<file path="src/rtl/sdp_ram_arbiter.sv">
// Round-robin write/read arbiter in front of a simple dual-port RAM, with an in-order tag FIFO
// that routes read returns back to their issuing client. Optional macro: SDP_ARB_COLLISION_STALL_EN.
module sdp_ram_arbiter #(
  parameter int NUM_REQ         = 2,
  parameter int DATA_WIDTH      = 8,
  parameter int ADDR_WIDTH      = 8,
  parameter int MAX_OUTSTANDING = 4
) (
  input  logic                          clk,
  input  logic                          rst,
  input  logic [NUM_REQ-1:0]            req_wr_valid,
  output logic [NUM_REQ-1:0]            req_wr_ready,
  input  logic [NUM_REQ*ADDR_WIDTH-1:0] req_wr_addr,
  input  logic [NUM_REQ*DATA_WIDTH-1:0] req_wr_data,
  input  logic [NUM_REQ-1:0]            req_rd_valid,
  output logic [NUM_REQ-1:0]            req_rd_ready,
  input  logic [NUM_REQ*ADDR_WIDTH-1:0] req_rd_addr,
  output logic [DATA_WIDTH-1:0]         rsp_rd_data,
  output logic [NUM_REQ-1:0]            rsp_rd_valid,
  output logic                          ram_wr_en,
  output logic [ADDR_WIDTH-1:0]         ram_wr_addr,
  output logic [DATA_WIDTH-1:0]         ram_wr_data,
  output logic                          ram_rd_en,
  output logic [ADDR_WIDTH-1:0]         ram_rd_addr,
  input  logic [DATA_WIDTH-1:0]         ram_rd_data,
  input  logic                          ram_rd_data_valid,
  output logic                          err_underflow
);

  localparam int IDX_W  = $clog2(NUM_REQ);
  localparam int TAG_AW = $clog2(MAX_OUTSTANDING);
  localparam int CNT_W  = TAG_AW + 1;

  typedef logic [IDX_W-1:0]  idx_t;
  typedef logic [TAG_AW-1:0] tag_ptr_t;

  // Returns {found, index} of the first valid client at or after ptr, wrapping modulo NUM_REQ.
  function automatic logic [IDX_W:0] rr_pick(input logic [NUM_REQ-1:0] valid, input idx_t ptr);
    logic [IDX_W:0] res;
    int             idx;
    res = '0;
    for (int k = NUM_REQ - 1; k >= 0; k--) begin
      idx = (int'(ptr) + k) % NUM_REQ;
      if (valid[idx]) res = {1'b1, idx[IDX_W-1:0]};
    end
    return res;
  endfunction

  function automatic idx_t rr_next(input idx_t g);
    return (g == idx_t'(NUM_REQ - 1)) ? '0 : g + idx_t'(1);
  endfunction

  idx_t                  wr_ptr, rd_ptr;
  idx_t                  wr_gnt, rd_gnt;
  logic                  wr_any, rd_any;
  logic                  wr_accept, rd_accept, rd_stall;
  logic [ADDR_WIDTH-1:0] wr_addr_sel, rd_addr_sel;
  logic [DATA_WIDTH-1:0] wr_data_sel;

  tag_ptr_t              tag_wr_idx, tag_rd_idx;
  logic [CNT_W-1:0]      tag_cnt;
  logic                  tag_full, pop, underflow_evt;
  idx_t                  tag_mem [MAX_OUTSTANDING];

  assign {wr_any, wr_gnt} = rr_pick(req_wr_valid, wr_ptr);
  assign {rd_any, rd_gnt} = rr_pick(req_rd_valid, rd_ptr);

  assign wr_addr_sel = req_wr_addr[int'(wr_gnt)*ADDR_WIDTH +: ADDR_WIDTH];
  assign wr_data_sel = req_wr_data[int'(wr_gnt)*DATA_WIDTH +: DATA_WIDTH];
  assign rd_addr_sel = req_rd_addr[int'(rd_gnt)*ADDR_WIDTH +: ADDR_WIDTH];

  // Full is judged on the count at the start of the cycle, so a same-cycle return cannot free a slot.
  assign tag_full      = (tag_cnt == CNT_W'(MAX_OUTSTANDING));
  assign pop           = ram_rd_data_valid && (tag_cnt != '0);
  assign underflow_evt = ram_rd_data_valid && (tag_cnt == '0);

  // NOTE: every signal driven in always_comb gets a default first, so no path can infer a latch.
  always_comb begin
    rd_stall = 1'b0;
`ifdef SDP_ARB_COLLISION_STALL_EN
    // Hold the read back one cycle so the colliding write reaches the RAM first.
    if (wr_any && rd_any && (wr_addr_sel == rd_addr_sel)) rd_stall = 1'b1;
`endif
    wr_accept    = wr_any && !rst;
    rd_accept    = rd_any && !tag_full && !rd_stall && !rst;
    req_wr_ready = wr_accept ? (NUM_REQ'(1) << wr_gnt) : '0;
    req_rd_ready = rd_accept ? (NUM_REQ'(1) << rd_gnt) : '0;
  end

  // NOTE: sequential state uses non-blocking assignments so every flop samples pre-edge values.
  always_ff @(posedge clk) begin
    if (rst) begin
      wr_ptr      <= '0;
      ram_wr_en   <= 1'b0;
      ram_wr_addr <= '0;
      ram_wr_data <= '0;
    end else begin
      ram_wr_en <= wr_accept;
      if (wr_accept) begin
        ram_wr_addr <= wr_addr_sel;
        ram_wr_data <= wr_data_sel;
        wr_ptr      <= rr_next(wr_gnt);
      end
    end
  end

  always_ff @(posedge clk) begin
    if (rst) begin
      rd_ptr      <= '0;
      ram_rd_en   <= 1'b0;
      ram_rd_addr <= '0;
    end else begin
      ram_rd_en <= rd_accept;
      if (rd_accept) begin
        ram_rd_addr <= rd_addr_sel;
        rd_ptr      <= rr_next(rd_gnt);
      end
    end
  end

  // NOTE: tag storage has no reset; only entries below tag_cnt are ever read, and those were written first.
  always_ff @(posedge clk) begin
    if (rd_accept) tag_mem[tag_wr_idx] <= rd_gnt;
  end

  always_ff @(posedge clk) begin
    if (rst) begin
      tag_wr_idx <= '0;
      tag_rd_idx <= '0;
      tag_cnt    <= '0;
    end else begin
      if (rd_accept) tag_wr_idx <= tag_wr_idx + tag_ptr_t'(1);
      if (pop)       tag_rd_idx <= tag_rd_idx + tag_ptr_t'(1);
      case ({rd_accept, pop})
        2'b10:   tag_cnt <= tag_cnt + CNT_W'(1);
        2'b01:   tag_cnt <= tag_cnt - CNT_W'(1);
        default: tag_cnt <= tag_cnt;
      endcase
    end
  end

  always_ff @(posedge clk) begin
    if (rst) begin
      rsp_rd_valid  <= '0;
      rsp_rd_data   <= '0;
      err_underflow <= 1'b0;
    end else begin
      rsp_rd_valid <= pop ? (NUM_REQ'(1) << tag_mem[tag_rd_idx]) : '0;
      if (pop)           rsp_rd_data   <= ram_rd_data;
      if (underflow_evt) err_underflow <= 1'b1;
    end
  end

endmodule

</file>
<file path="config.mk">
export PLATFORM = sky130hd
export DESIGN_NAME = sdp_ram_arbiter
export DESIGN_NICKNAME = d
export VERILOG_FILES = /design/src/rtl/sdp_ram_arbiter.sv
export SDC_FILE = /design/constraint.sdc
export NUM_CORES = 1
export LEC_CHECK = 0
export CAP_MARGIN = 20
export CORE_ASPECT_RATIO = 0.75
export CORE_MARGIN = 2
export CORE_UTILIZATION = 35
export DETAILED_ROUTE_END_ITERATION = 7
export GPL_TIMING_DRIVEN = 1
export PLACE_DENSITY = 0.71
export SETUP_SLACK_MARGIN = 0.02
export SYNTH_ARGS = -nofsm -noshare
export SYNTH_HDL_FRONTEND = slang
export SYNTH_SLANG_ARGS = --single-unit
</file>
<file path="constraint.sdc">
create_clock -name clk -period 2.4 [get_ports clk]
set_input_delay 0.36 -clock clk [delete_from_list [all_inputs] [get_ports clk]]
set_output_delay 0.36 -clock clk [all_outputs]
set_load 0.005 [all_outputs]
</file>
* After elaboration in Yosys (flattened, before gate mapping)
Memories as Yosys holds them, arrays and structs flattened. A register that Yosys moved wholly into a read port is not among the register bits.
Cells that the tools add are included.
** Operators by class
- Shift operators :: 6
- Add/sub/neg operators :: 8
- Bitwise gates (word level) :: 3
- Equality and inequality tests :: 3
- Muxes and demuxes :: 23
- Reduce and logical (&&, ||, !) cells :: 11
- $lt $le $gt $ge :: 4
** Operators by type and width (count)
- 16-bit by 5-bit indexed part select with 8-bit output :: 3
- 2-bit two-way mux :: 8
- 1-bit two-way mux :: 14
- 2-bit by 3-bit < comparator with 1-bit output, second input constant :: 2
- 3-bit case mux with 2 select lines :: 1
- 1-bit by 1-bit << shifter with 2-bit output, first input constant :: 3
- 1-bit logical AND :: 5
- 1-bit adder, second input constant :: 4
- 2-bit by 1-bit adder with 2-bit output, second input constant :: 2
- 1-bit by 2-bit < comparator with 1-bit output, second input constant :: 2
- 3-bit by 1-bit adder with 3-bit output, second input constant :: 1
- 3-bit == test, second input constant :: 1
- 3-bit logical NOT :: 1
- 3-bit nonzero test :: 1
- 3-bit by 1-bit subtractor with 3-bit output, second input constant :: 1
- 1-bit bitwise AND, first input constant :: 2
- 2-bit by 1-bit == test with 1-bit output, second input constant :: 1
- 2-bit == test, second input constant :: 1
- 1-bit logical NOT :: 2
- 2-bit nonzero test :: 1
- 2-bit OR reduction :: 1
- 1-bit inverter :: 1
** Word-level totals
- Memory bits (writable) :: 4
- Input port bits :: 63
- Output and inout bits :: 41
- Memories :: 1
- Logic and storage cells :: 72
- Flip-flop bits (word level) :: 46
** Memories
- tag_mem :: depth 4, bits a word 1, read ports 1, clocked after memory_dff 1, write ports 1, line 63 : idx_t tag_mem [MAX_OUTSTANDING];

* Logic depth before layout (Yosys ltp)
- Depth after elaboration :: 11
- Depth in mapped cells :: 11
- Depth with buffers taken out :: 9

* Worst setup path before layout
No wires, ideal clock.
- Kind :: reg2reg
- Start :: register tag_cnt[2]
- End :: register tag_cnt[2]
- Cell stages (with the launch flop) :: 12
- Arrival :: 2.360 ns
- Path slack :: -0.030 ns
- Setup time :: 0.070 ns
- Cells stage by stage :: dfxtp_1 > or3b_4 > buf_6 > and3b_1 > buf_6 > inv_1 > ha_1 > inv_1 > fa_1 > xor2_1 > or3_1 > a21oi_1
** Between the ends
- Longest elaborated chain between the ends :: 6
- Elaborated cells between the ends (all ways) :: 12
- Classes of those cells :: 2 x add/sub; 3 x eq/ne; 1 x mux; 6 x reduce/logical
** RTL lines
- start, declared :: line 61 : logic [CNT_W-1:0] tag_cnt;
- start signal, assigned :: line 135 : 2'b10: tag_cnt <= tag_cnt + CNT_W'(1);
- start signal, assigned :: line 136 : 2'b01: tag_cnt <= tag_cnt - CNT_W'(1);
- start signal, assigned :: line 137 : default: tag_cnt <= tag_cnt;
- 3-bit == test :: line 73 : assign tag_full = (tag_cnt == CNT_W'(MAX_OUTSTANDING));
- 1-bit logical NOT :: line 85 : rd_accept = rd_any && !tag_full && !rd_stall && !rst;
- 1-bit logical AND (2 in a row) :: line 85
- 2-bit by 1-bit == test with 1-bit output or 2-bit == test (tied branches) :: line 134 : case ({rd_accept, pop})
- 3-bit case mux with 2 select lines or 2-bit nonzero test (tied branches)
Several ways; a longest one is shown, not always the timed one.
A chain may end at the register's enable or synchronous reset.

* Worst setup path after layout
- Start :: register tag_cnt[0]
- End :: output port req_rd_ready[0]
** Between the ends
- Longest elaborated chain between the ends :: 5
** RTL lines
- 3-bit == test :: line 73
- 1-bit logical NOT :: line 85
- 1-bit logical AND (2 in a row) :: line 85
- 2-bit two-way mux :: line 87 : req_rd_ready = rd_accept ? (NUM_REQ'(1) << rd_gnt) : '0;
- end, declared :: line 16 : output logic [NUM_REQ-1:0] req_rd_ready,
Every way passes these cells.

==> results.cfg <==
[status]
status = complete, no violations

[floorplan]
dieArea_um2 = 6810
die_y_um = 72.0
start_util_pct = 36.6
die_w_um = 94.7
rows = 24
core_um2 = 5890
ios = 104

[worst_hold_path]
hp-start = rst
min_to = rd_ptr$_SDFFE_PP0P_
min_path_type = in -> reg
whs_path_depth = 3

[timing]
period_minus_slack_ns = 2.31
whs_ns = 0.396
hold_viol_final = 0
finalCritPeriodShare_pct = 96.3
setup_viol = 0
max_slew_margin_pct = 74.1
finClkSkew_ns = 0.00448
setup_tns_ns = 0
drv_slew = 0
fmax_mhz = 432
worst_pin_slew_ns = 0.384
rsz0062_at_grt = no

[setup_path]
rr_worst_depth = 9
cp.required_ns = 2.04
worstSetupPathType = reg -> out
cp.arrival_ns = 1.95
cp-end-kind = output pin
path_max_fanout = 11
worstReg2RegEnd = tag_cnt[2]$_SDFFE_PP0P_
rr_startpoint = tag_cnt[0]$_SDFFE_PP0P_
r2r_slack_ns = 0.14
start_kind = flip-flop

[placement]
dp_hpwl_mm = 4.25
dpl_cell_area_um2 = 3340
portBuffers = 103
gp_congestion = 0.759

[synthesis]
netlist_instances = 219
yosys.area.top_type = dfxtp_1
synth_area_leaders = dfxtp_1 45%, a32oi_1 6.5%, edfxtp_1 5.6%
avgSynthCellArea_um2 = 9.85
yosysWarnings = 0
post-synth-top-area-fraction_pct = 44.5
syn-num-nets = 288
netlist-cell-type-count = 35
ys_ff_latch = 52
ys_seq_area_share_pct = 50.1
mappedNetlistArea_um2 = 2160

[finish]
fillers = 566
area.growth.synth_to_final_pct = 60.4
seq_area_um2 = 1090
final_common_cell = clkdlybuf4s50_1
layout_common_cells = 102 x clkdlybuf4s50_1, 46 x dfxtp_1, 20 x a21oi_1
finalInstanceArea_um2 = 3460
multi_input_area_um2 = 948
drive_above_1_share_pct = 10.6
nets = 398
antenna_cells = 0
finalCoreUtilization_pct = 58.8

[power]
finalPower_mw = 2.60
switchingPower_mw = 0.744
netSwitchingFraction_pct = 28.6
clkPwrFrac_pct = 23.4
seq_power_share_pct = 43.8
p_int_mw = 1.86
p_leak_nw = 1.35
ir_drop_uv = 384
pwr-share-comb_pct = 32.8
power_density_nw_per_um2 = 751

[clocking]
clockBufferDepth = 2
cts_tree = yes
clk_pin_slew_worst_paths_ns = 0.10
clk_latency_ns = 0.30
cts_htree_levels = 2
cts.sink_count = 52
cts_setup_buffers = 0
root_buffer = clkbuf_8
cts_made_buffers = 5

[global_routing]
grt_usage_pct = 16.5
grt_pass1_wl_mm = 8.94
grt_pass1_vias = 1942
overflow = 0
grt_max_degree = 29
antenna_found_initial = 0

[routing]
dr.first_iter.drc_count = 39
via_count = 1971
antenna_left = 0
wl_met2_mm = 2.57
wl_met1_mm = 2.66
drc = 0
dr.pass1.iters = 4
top_layer = met4
wire_per_inst_um = 14.0
vias_per_cell = 4.83
wl_met3_um = 377
wl_mm = 5.71

[flow_run]
maxCapViolCount = 0
[area by class of cell]
cell class / count / area share [%]
sequential: 52 / 31.5
inverter: 15 / 1.63
multi-input combinational: 135 / 27.4
tap: 78 / 2.82
clock buffer: 5 / 1.99
timing repair buffer: 120 / 33.3
clock inverter: 3 / 1.34
[how the worst max path moves through the flow]
stage                       startpoint                       to  slack [ns]  depth (start not counted)
6_report       tag_cnt[0]$_SDFFE_PP0P_          req_rd_ready[0]        0.09                          4
2_1_floorplan  tag_cnt[0]$_SDFFE_PP0P_  tag_cnt[2]$_SDFFE_PP0P_        0.03                         11
3_3_place_gp           req_rd_valid[1]  tag_cnt[2]$_SDFFE_PP0P_       -0.11                         10
4_1_cts        tag_cnt[2]$_SDFFE_PP0P_          req_rd_ready[1]        0.05                          4
5_1_grt        tag_cnt[0]$_SDFFE_PP0P_          req_rd_ready[0]        0.03                          4
3_5_place_dp           req_rd_valid[1]  tag_cnt[2]$_SDFFE_PP0P_       -0.19                         10
[cell usage after synthesis]
library cell,n
dfxtp_1,48
a21oi_1,20
nor2_1,19
nand2_1,18
a32oi_1,16
inv_1,15
clkbuf_1,11
a211oi_1,9
a221o_1,8
mux2i_1,8
and2_1,5
ha_1,5
edfxtp_1,4
nand2b_1,4
xor2_1,4
and4b_1,2
buf_1,2
buf_2,2
buf_6,2
nor3_1,2
a21boi_1,1
a21o_1,1
and3b_1,1
fa_1,1
mux2_4,1
mux4_2,1
nor2b_1,1
nor3b_1,1
o21ai_0,1
o21bai_1,1
o311ai_0,1
o31ai_1,1
or2_2,1
or3_1,1
or3b_4,1
[power groups by stage]
stage,combinational (mW),clock [mW],sequential (mW)
5_1_grt,0.955,0.666,1.16
3_5_place_dp,0.862,0,1.15
6_report,0.852,0.609,1.14
4_1_cts,0.865,0.633,1.14
3_3_place_gp,0.840,0,1.15
2_1_floorplan,0.452,0,1.14
[through the flow]
step,setup slack (ns),instances
final,0.0878,408
after global routing,0.0265,408
after CTS,0.0525,408
after detailed placement,-0.194,400
after global placement,-0.114,400
after floorplan,0.0284,219
[worst max-delay path, cell delays in order, from the launching register on]
cell and delay, ns:
dfxtp_4 0.38, or3b_4 0.40, buf_4 0.18, and4b_1 0.23
clkdlybuf4s50_1 0.46
[registers in the layout (all words and copies together), names as in the netlist, 2 cells and up, named ones only]
signal	cells
tag_wr_idx	2
rsp_rd_valid	2
rsp_rd_data	8
tag_mem	4
ram_wr_data	8
ram_wr_addr	8
ram_rd_addr	8
tag_cnt	3
tag_rd_idx	2
[cells by family (layout without fill, tap and decap cells)]
kind of cell,count (synthesis),in the layout,synth area share [%]
muxes,10,10,5.45
xor gates and xnor gates,4,4,1.62
adders and majority gates,6,6,3.83
DFF,52,52,50.1
buffers and inverters,32,143,6.38
and+or+nand+nor,56,56,12.6
AOI/OAI and AO/OA,59,59,20.0
[layer usage]
metal | GRT usage (%) | vias to the layer above
met5 | 0 | -
met4 | 5.48 | 0
met3 | 4.36 | 10
met2 | 25.8 | 64
met1 | 22.3 | 900
li1 | - | 997
[repair_timing]
item                       4_1_cts  5_1_grt
setup endpoints to repair        0        2
hold buffers                     0        0
gates resized for setup          0        2
(Power assumes the default switching activity.)
